## src/rtl/rst_seq.sv

```systemverilog
// Reset sequencer for the Selen CPU: stretches core reset, adds a quiet window
// before core_ready, and serves software and synchronised external reset requests.
module rst_seq #(
  parameter int HOLD_CYCLES = 16,
  parameter int POST_CYCLES = 4,
  parameter int CNT_W       = 8
) (
  input  logic             clk,
  input  logic             rst_n,
  input  logic             ext_rst_req,
  input  logic             sw_rst_req,
  output logic             sw_rst_ack,
  output logic             core_rst,
  output logic             core_ready,
  output logic             rst_done,
  output logic [CNT_W-1:0] rst_count
);

  localparam int MAX_C = (HOLD_CYCLES > POST_CYCLES) ? HOLD_CYCLES : POST_CYCLES;
  localparam int CW    = $clog2(MAX_C) + 1;
  localparam logic [CW-1:0] HOLD_LAST = CW'(HOLD_CYCLES - 1);
  localparam logic [CW-1:0] POST_LAST = CW'(POST_CYCLES - 1);

  typedef enum logic [1:0] {HOLD, POST, RUN} state_t;

  state_t        state, state_nx;
  logic [CW-1:0] cnt, cnt_nx;
  logic          ext_m, ext_s;
  logic          sw_pending, sw_pending_nx;
  logic          sw_armed, sw_armed_nx;
  logic          done_nx, ack_nx;

  // ext_rst_req is asynchronous to clk; two flops before anyone looks at it
  always_ff @(posedge clk) begin
    if (!rst_n) begin
      ext_m <= 1'b0;
      ext_s <= 1'b0;
    end else begin
      ext_m <= ext_rst_req;
      ext_s <= ext_m;
    end
  end

  always_comb begin
    state_nx      = state;
    cnt_nx        = cnt;
    sw_pending_nx = sw_pending;
    // a request can only be served again after it has been seen low
    sw_armed_nx   = sw_armed | ~sw_rst_req;
    done_nx       = 1'b0;
    ack_nx        = 1'b0;
    case (state)
      HOLD: begin
        if (ext_s) begin
          cnt_nx = '0;
        end else if (cnt == HOLD_LAST) begin
          state_nx = POST;
          cnt_nx   = '0;
        end else begin
          cnt_nx = cnt + CW'(1);
        end
      end
      POST: begin
        if (ext_s) begin
          state_nx = HOLD;
          cnt_nx   = '0;
        end else if (cnt == POST_LAST) begin
          state_nx      = RUN;
          cnt_nx        = '0;
          done_nx       = 1'b1;
          ack_nx        = sw_pending;
          sw_pending_nx = 1'b0;
        end else begin
          cnt_nx = cnt + CW'(1);
        end
      end
      RUN: begin
        // a software request coinciding with ext_s still gets its ack
        if (sw_rst_req && sw_armed) begin
          sw_pending_nx = 1'b1;
          sw_armed_nx   = 1'b0;
        end
        if (ext_s || (sw_rst_req && sw_armed)) begin
          state_nx = HOLD;
          cnt_nx   = '0;
        end
      end
      default: begin
        state_nx = HOLD;
        cnt_nx   = '0;
      end
    endcase
  end

  always_ff @(posedge clk) begin
    if (!rst_n) begin
      state      <= HOLD;
      cnt        <= '0;
      sw_pending <= 1'b0;
      sw_armed   <= 1'b1;
      rst_done   <= 1'b0;
      sw_rst_ack <= 1'b0;
      rst_count  <= '0;
    end else begin
      state      <= state_nx;
      cnt        <= cnt_nx;
      sw_pending <= sw_pending_nx;
      sw_armed   <= sw_armed_nx;
      rst_done   <= done_nx;
      sw_rst_ack <= ack_nx;
      if (done_nx) rst_count <= rst_count + CNT_W'(1);
    end
  end

  assign core_rst   = (state == HOLD);
  assign core_ready = (state == RUN);

endmodule

```

## config.mk

```make
export PLATFORM = sky130hd
export DESIGN_NAME = rst_seq
export DESIGN_NICKNAME = d
export VERILOG_FILES = /design/src/rtl/rst_seq.sv
export SDC_FILE = /design/constraint.sdc
export NUM_CORES = 1
export LEC_CHECK = 0
export CORE_ASPECT_RATIO = 0.6
export CORE_MARGIN = 2
export CORE_UTILIZATION = 40
export DETAILED_ROUTE_END_ITERATION = 10
export HOLD_SLACK_MARGIN = 0.03
export PLACE_DENSITY_LB_ADDON = 0.25
export SLEW_MARGIN = 25
export SYNTH_ARGS = -nofsm -noshare
export SYNTH_HDL_FRONTEND = slang
export SYNTH_SLANG_ARGS = --single-unit
```

## constraint.sdc

```tcl
create_clock -name clk -period 2.2 [get_ports clk]
set_input_delay 0.44 -clock clk [delete_from_list [all_inputs] [get_ports clk]]
set_output_delay 0.44 -clock clk [all_outputs]
set_load 0.03 [all_outputs]
```

# Yosys cells after proc, flatten, opt, wreduce, memory -nomap -nowiden
# Cells that the tools add are included.
# W data, S select, Z words.
totals:
  out_inout_bits: 12
  regBits: 21
  word_cells: 55
  inputBits: 4
op_classes:
  n_bitwise: 5
  n_addsub: 2
  eq_ne: 11
  muxes: 21
  n_reduce_logical: 7
ops:
  columns: ["operator", "n"]
  rows:
  - ["$mux W5", 5]
  - ["$pmux W5 S3", 1]
  - ["$mux W2", 5]
  - ["$add A8 B1 Y8 const B", 1]
  - ["$mux W1", 8]
  - ["$reduce_and A4 Y1", 2]
  - ["$ne A2 B1 Y1 const B", 3]
  - ["$ne A2 B2 Y1 const B", 3]
  - ["$pmux W2 S3", 1]
  - ["$add A5 B1 Y5 const B", 1]
  - ["$eq A5 B2 Y1 const B", 1]
  - ["$eq A5 B4 Y1 const B", 1]
  - ["$not A1 Y1", 4]
  - ["$reduce_or A4 Y1", 1]
  - ["$ne A3 B3 Y1 const B", 1]
  - ["$eq A2 B1 Y1 const B", 1]
  - ["$eq A2 B2 Y1 const B", 1]
  - ["$logic_not A2 Y1", 1]
  - ["$pmux W1 S2", 1]
  - ["$reduce_bool A2 Y1", 1]
  - ["$logic_and A1 B1 Y1", 1]
  - ["$logic_or A1 B1 Y1", 1]
  - ["$or A1 B1 Y1", 1]

# Logic depth before layout (Yosys ltp)
# Gate-level depths: netlist of the first run.
depth:
  ltp_word: 4
  depth_mapped: 8
  depth_no_buf: 8

# Least setup slack after synthesis of the first run
# Ideal clock, no wire load.
synth_timing:
  path_kind: "register to register"
  from: "register cnt[0]"
  to: "register cnt[3]"
  setup_ps: 71
  required_ps: 2129
  synth_period_minus_slack_ps: 2010
  path_slack_ps: 190
  n_path_buf: 0
  stages_incl_launch_ff: 9
  t_arrival_ps: 1939
  cell_sequence: "dfxtp_1 ha_1 nand3_1 inv_1 ha_1 nor2b_1 a2111oi_0 o21ai_0 a21oi_1"
synth_between:
  elab_chain_len: 4
  elab_cells_between_ends: 8
  cone_classes: "add/sub: 1; eq/ne: 2; mux: 5"
synth_rtl:
  columns: ["item", "line", "rtl"]
  rows:
  - ["start: declaration", "27", "logic [CW-1:0] cnt, cnt_nx;"]
  - ["start signal: assignment", "106", "cnt <= cnt_nx;"]
  - ["$add A5 B1 Y5, or another cell as far along", "60, 74", null]
  - ["$mux W5, on equally long branches", "67, 56", null]
  - ["$mux W5, on equally long branches", "64, 54", null]
  - ["$pmux W5 S3 *", "52", "case (state)"]
# Every way passes the cells marked *; elsewhere a longest branch is shown, timed or not.
# A chain may end at the register's enable or synchronous reset.

# Worst setup path in the final report of the first run
layout_timing:
  from: "register state[0]"
  to: "output core_ready"
layout_between:
  elab_chain_len: 1
layout_rtl:
  columns: ["item", "line", "rtl"]
  rows:
  - ["start: declaration", "26", "state_t state, state_nx;"]
  - ["start signal: assignment", "105", "state <= state_nx;"]
  - ["$eq A2 B2 Y1", "116", "assign core_ready = (state == RUN);"]
  - ["end: declaration", "14", "output logic core_ready,"]
# No other way between the ends.

==> reports/results.ini, run 1 <==
[routing]
wl_per_cell_um=13.5
drc=0
drt_first_pass_iters=4
ant_nets=0
first_iter_violations=35
via_per_inst=5.23
wl_um=2100
routed-via-count=810

[clocking]
cts_root_buf=clkbuf_8
clk_path_buf_depth=2
htreeDepth=1
ctsResizeCount=0
numCtsBuffers=3
clk_pin_slew_ps=80
cts_tree=done
worst_skew_pair.late_latency_ps=270
post_cts_buffers=0
cts_hold_buf=0
clkSinkCount=21

[pwr]
finalPower_mw=0.681
pwr-share-comb_pct=4.7
p_int_mw=0.528
switching_share_pct=22.4
clkPwrFrac_pct=37.7
switchingPower_mw=0.153
p_leak_nw=0.433
seq_power_share_pct=57.6
irDropWorstVdd_mv=0.325
pwr_density_cell_nw_per_um2=574

[critical_path]
crit_path_end_kind=output port
crit_arrival_ps=1640
critPathKind=reg -> out
start_kind=register
cp_max_fo=11
required_ps=1760

[place]
hpwl_um=1510
place_area_um2=1140
portBuffers=15
gp_congestion=0.829

[synthesis]
ys_seq_elements=21
yosys-top-cells-area=dfxtp_1 (45%), ha_1 (5.3%), a21oi_1 (4.8%), nand2_1 (4.4%), nor2_1 (4.4%)
synth_area_um2=936
yosysSeqAreaShare_pct=44.9
synth_cell_types=34
synth.largest_area_cell=dfxtp_1
synthCells=105
synthFlopType=dfxtp_1
async_reset_ff_share_pct=0
synth_top_area_share_pct=44.9
postSynthAreaPerCell_um2=8.91
synth-edff-count=0
mappedNetlistNets=113
yosys_warnings=0

[global_routing]
antenna_found_initial=0
grt_max_degree=16
grt_usage_pct=16.2
grt_pass1_vias=680
grt_overflow=0
grt_pass1_wl_um=3290

[sta]
period_share_pct=94.4
skew_ps=6.73
tns_ps=0
slew_viol_final=0
hold_viol_final=0
fin_crit_ps=2080
setup_viol=0
tightest_slew_ps=483
relSlewSlack_pct=67.7
max_freq_ghz=0.481

[floorplan]
rows=13
io_pins=16
start_util_pct=42.6
die_h_um=41.5
die_x_um=66.4
core_area_um2=2200
fp.dieArea_um2=2760

[run]
drv_cap=0

[run_status]
status=finished clean

[worst_hold_path]
hold_path.class=reg -> reg

[finish]
layout_commonest_cell=dfxtp_1
diodes=0
syn2layout_area_growth_pct=26.7
final_area_um2=1190
layout-drive-gt1-share_pct=11.2
final_cell_mix=dfxtp_1 (20), clkdlybuf4s50_1 (15), nor2_1 (11), nand2_1 (11), a21oi_1 (9)
layout.nets=134

kinds of logic after synthesis:
group           share of synthesized area [%]
mux                                      1.07
fa+ha+maj                                5.35
compound gates                           14.4
xor+xnor                                 1.87
simple gates                             29.4
flops                                    44.9
buf+inv                                  2.94
layout make-up:
| type | instances | area, um^2 |
|---|---|---|
| multi-input combinational | 77 | 489 |
| fill | 215 | 1010 |
| timing repair buffer | 18 | 173 |
| inverter | 5 | 18.8 |
| clock inverter | 1 | 5.00 |
| sequential | 21 | 422 |
| tap | 30 | 37.5 |
| clock buffer | 3 | 41.3 |
worst max-delay path, cell delays in order (launching register included):
cell             delay (ps)
dfxtp_2                 390
nand2b_1                200
inv_1                   100
clkdlybuf4s50_1         670
Yosys cell counts, types with 3 or more instances:
master   instances
o21ai_0          7
nand2_1         11
dfxtp_1         21
a21oi_1          9
ha_1             4
or3_2            3
nor2_1          11
and2_1           3
inv_1            5
nand3_1          4
worst paths after layout:
check                           startpoint          to  slack (ps)  cells past startpoint
worst min register to register       ext_m       ext_s         430                      1
worst min-delay path                 ext_m       ext_s         430                      1
worst max register to register      cnt[0]      cnt[3]         140                      9
worst max-delay path              state[0]  core_ready         120                      3
sequential cells by signal, indices dropped and copies added, names as in the netlist:
name / count
cnt: 5
ext_m: 1
sw_pending: 1
sw_armed: 1
sw_rst_ack: 1
rst_done: 1
rst_count: 8
ext_s: 1
state: 2
layer usage:
layer | up-vias | global-route usage, % | wire length [um]
met2 | 27 | 20.8 | 895
met4 | 0 | 3.67 | 8
met5 | - | 0 | 0
met1 | 368 | 24.8 | 1080
li1 | 413 | - | -
met3 | 2 | 6.50 | 110
per-stage QoR:
stage / instances / setup slack [ps] / hold WS [ps] / util, %
after detailed placement: 151 / 129 / 419 / 51.8
after global placement: 151 / 354 / 419 / 51.8
after floorplan: 105 / 190 / 412 / -
after CTS: 155 / 44.7 / 437 / 53.9
final: 155 / 123 / 433 / 54.0
after global routing: 155 / -6.69 / 462 / 54.0
power by group through the flow:
stage / registers, mW / clock network, mW / logic [mW]
after floorplan: 0.399 / 0 / 0.0187
after global placement: 0.400 / 0 / 0.0311
after detailed placement: 0.401 / 0 / 0.0316
after CTS: 0.392 / 0.265 / 0.0317
after global routing: 0.393 / 0.281 / 0.0361
final: 0.392 / 0.257 / 0.0322
No activity file was read; power rests on OpenSTA's default activity.
==> run 2: changes to the inputs <==
--- a/config.mk
+++ b/config.mk
@@ -11,7 +11,7 @@
 export DETAILED_ROUTE_END_ITERATION = 10
 export HOLD_SLACK_MARGIN = 0.03
 export PLACE_DENSITY_LB_ADDON = 0.25
-export SLEW_MARGIN = 25
+export SLEW_MARGIN = 10
 export SYNTH_ARGS = -nofsm -noshare
 export SYNTH_HDL_FRONTEND = slang
 export SYNTH_SLANG_ARGS = --single-unit
==> constraint.sdc (replaced) <==
create_clock -name clk -period 1.9 [get_ports clk]
set_input_delay 0.38 -clock clk [delete_from_list [all_inputs] [get_ports clk]]
set_output_delay 0.38 -clock clk [all_outputs]
set_load 0.03 [all_outputs]
==> run 2 against run 1 <==
Combinational power increased by 46%. Routed wire length increased by 1.8%. Via count increased by 4.2%. Sequential power increased by 16%. Non-clock buffer count increased by 5. Sequential cell count unchanged. Design area increased by 8.0%. Critical path depth decreased by 2. Highest routed layer unchanged.
==> reports/results.ini, run 2 (same netlist as run 1, synthesis figures left out) <==
[run_status]
status=finished clean  ; unchanged

[sta]
hold_viol_final=0  ; unchanged
period_share_pct=95.8
tightest_slew_ps=582  ; was 483 ps
hold_ws_ps=447  ; was 433 ps
rsz0062_at_grt=true
slew_viol_final=0  ; unchanged
fin_crit_ps=1820
max_freq_ghz=0.549
relSlewSlack_pct=61.2  ; was 67.7%
setup_viol=0  ; unchanged
skew_ps=5.43  ; was 6.73 ps

[pwr]
irDropWorstVdd_mv=0.303  ; was 0.325 mV
switchingPower_mw=0.178  ; was 0.153 mW
clkPwrFrac_pct=37.2  ; was 37.7%
p_leak_nw=0.465  ; was 0.433 nW
pwr-share-comb_pct=5.9  ; was 4.7%
seq_power_share_pct=56.9  ; was 57.6%
switching_share_pct=22.3  ; was 22.4%
pwr_density_cell_nw_per_um2=623  ; was 574 nW/um^2
p_int_mw=0.620  ; was 0.528 mW

[clocking]
cts_root_buf=clkbuf_8  ; unchanged
htreeDepth=1  ; unchanged
cts_tree=done  ; unchanged
numCtsBuffers=3  ; unchanged
clk_pin_slew_ps=80  ; about the same
clkSinkCount=21  ; unchanged
clk_path_buf_depth=2  ; unchanged
cts_hold_buf=0  ; unchanged
worst_skew_pair.late_latency_ps=260  ; was 270 ps

[critical_path]
path_delay_family=buffers and inverters  ; unchanged
crit_path_end_kind=output port  ; unchanged
crit_arrival_ps=1440  ; was 1640 ps
crit_chain=clkdlybuf4s50_1  ; was nand2b_1 -> inv_1 -> clkdlybuf4s50_1
start_kind=register  ; unchanged
cp.depth=1  ; was 3
crit_buf_inv=1  ; was 2
cp_max_fo=4  ; was 11
reg2reg_to=rst_count[5]  ; was cnt[3]
reg2regPathDepth=7  ; was 9
required_ps=1520  ; was 1760 ps
critPathSlowestCell=clkdlybuf4s50_1  ; unchanged
critPathKind=reg -> out  ; unchanged
r2r_slack_ps=90  ; was 140 ps
max_stage_delay_ps=720  ; was 670 ps
r2r_start=cnt[0]  ; unchanged

[routing]
wl_um=2130  ; was 2100 um
drt_first_pass_iters=4  ; unchanged
via_per_inst=5.24  ; was 5.23
first_iter_violations=46  ; was 35
drc=0  ; unchanged
ant_nets=0  ; unchanged
routed-via-count=844  ; was 810
wl_per_cell_um=13.3  ; was 13.5 um

[finish]
reg_top3=rst_count: 8 flops, cnt: 5 flops, state: 2 flops  ; unchanged
diodes=0  ; unchanged
layout-drive-gt1-share_pct=23.7  ; was 11.2%
fin_cells=161  ; was 155
layout.nets=140  ; was 134
multiInputGateArea_um2=542  ; was 489 um^2
final_cell_mix=dfxtp_1 (19), clkdlybuf4s50_1 (13), nor2_1 (11), nand2_1 (11), buf_4 (8)  ; was dfxtp_1 (20), clkdlybuf4s50_1 (15), nor2_1 (11), nand2_1 (11), a21oi_1 (9)
syn2layout_area_growth_pct=36.9  ; was 26.7%
seq_area_um2=423  ; was 422 um^2
top_register=rst_count  ; unchanged
fin_util_pct=58.3  ; was 54.0%
final_area_um2=1280  ; was 1190 um^2
n_fill_cell=209  ; was 215
largest_reg_flops=8  ; unchanged
layout_commonest_cell=dfxtp_1  ; unchanged

[place]
place_area_um2=1160  ; was 1140 um^2
gp_congestion=0.821  ; was 0.829
place_inst=154  ; was 151
portBuffers=15  ; unchanged
hpwl_um=1420  ; was 1510 um

[worst_hold_path]
hp-start=ext_m  ; unchanged
min_path_cells=1  ; unchanged
whs_endpoint=ext_s  ; unchanged
hold_path.class=reg -> reg  ; unchanged

[global_routing]
grt_usage_pct=16.4  ; was 16.2%
grt_pass1_wl_um=3440  ; was 3290 um
grt_max_degree=16  ; unchanged
grt_overflow=0  ; unchanged
antenna_found_initial=0  ; unchanged
grt_pass1_vias=767  ; was 680

[floorplan]
rows=13  ; unchanged
start_util_pct=42.6  ; unchanged
die_h_um=41.5  ; unchanged
core_area_um2=2200  ; unchanged
die_x_um=66.4  ; unchanged
io_pins=16  ; unchanged
fp.dieArea_um2=2760  ; unchanged

[run]
drv_cap=0  ; unchanged

## run 2: worst max-delay path by stage
stage                         endpoint    startpoint  slack [ps]
after global placement    rst_count[5]        cnt[0]          70
after detailed placement  rst_count[5]        cnt[0]          20
after CTS                 rst_count[5]        cnt[0]           9
final                     rst_count[2]  rst_count[2]          80
after floorplan                 cnt[3]        cnt[0]           4
after global routing      rst_count[6]        cnt[0]         -20
## run 2: what timing repair did
| item | CTS | global route |
|---|---|---|
| hold endpoints to repair | 0 | 0 |
| pin swaps | 1 | 6 |
| buffers inserted | 1 | 1 |
| setup endpoints to repair | 2 | 10 |
| gates resized for setup | 2 | 12 |
| gates cloned | 1 | 0 |
## run 2: layer usage
| metal | vias up | GRT usage [%] | routed length (um) |
|---|---|---|---|
| met3 | 4 | 6.50 | 104 |
| met4 | 0 | 4.49 | 14 |
| met1 | 388 | 22.9 | 1090 |
| li1 | 425 | - | - |
| met5 | - | 0 | 0 |
| met2 | 27 | 23.4 | 929 |
## run 2: stage by stage
stage / setup slack, ps / power, mW / setup TNS [ps]
6_report: 79.0 / 0.798 / 0
5_1_grt: -24.0 / 0.829 / -46.7
4_1_cts: 9.17 / 0.805 / 0
3_5_place_dp: 24.4 / 0.504 / 0
3_3_place_gp: 70.6 / 0.502 / 0
2_1_floorplan: 3.94 / 0.484 / 0
## run 2: power by group through the flow
| stage | clock (mW) | combinational (mW) | sequential (mW) |
|---|---|---|---|
| global route | 0.322 | 0.0514 | 0.455 |
| finish | 0.297 | 0.0471 | 0.455 |
| CTS | 0.309 | 0.0427 | 0.454 |
| detailed placement | 0 | 0.0396 | 0.464 |
| global placement | 0 | 0.0384 | 0.464 |
| floorplan | 0 | 0.0218 | 0.462 |
## run 2: cell type report
| type | instances | area share (%) |
|---|---|---|
| multi-input cells | 78 | 42.3 |
| flip-flops and latches | 21 | 33.0 |
| repair buffers | 23 | 16.5 |
| clock buffers | 3 | 3.22 |
| well taps | 30 | 2.93 |
| inverters | 5 | 1.46 |
| clock inverters | 1 | 0.586 |
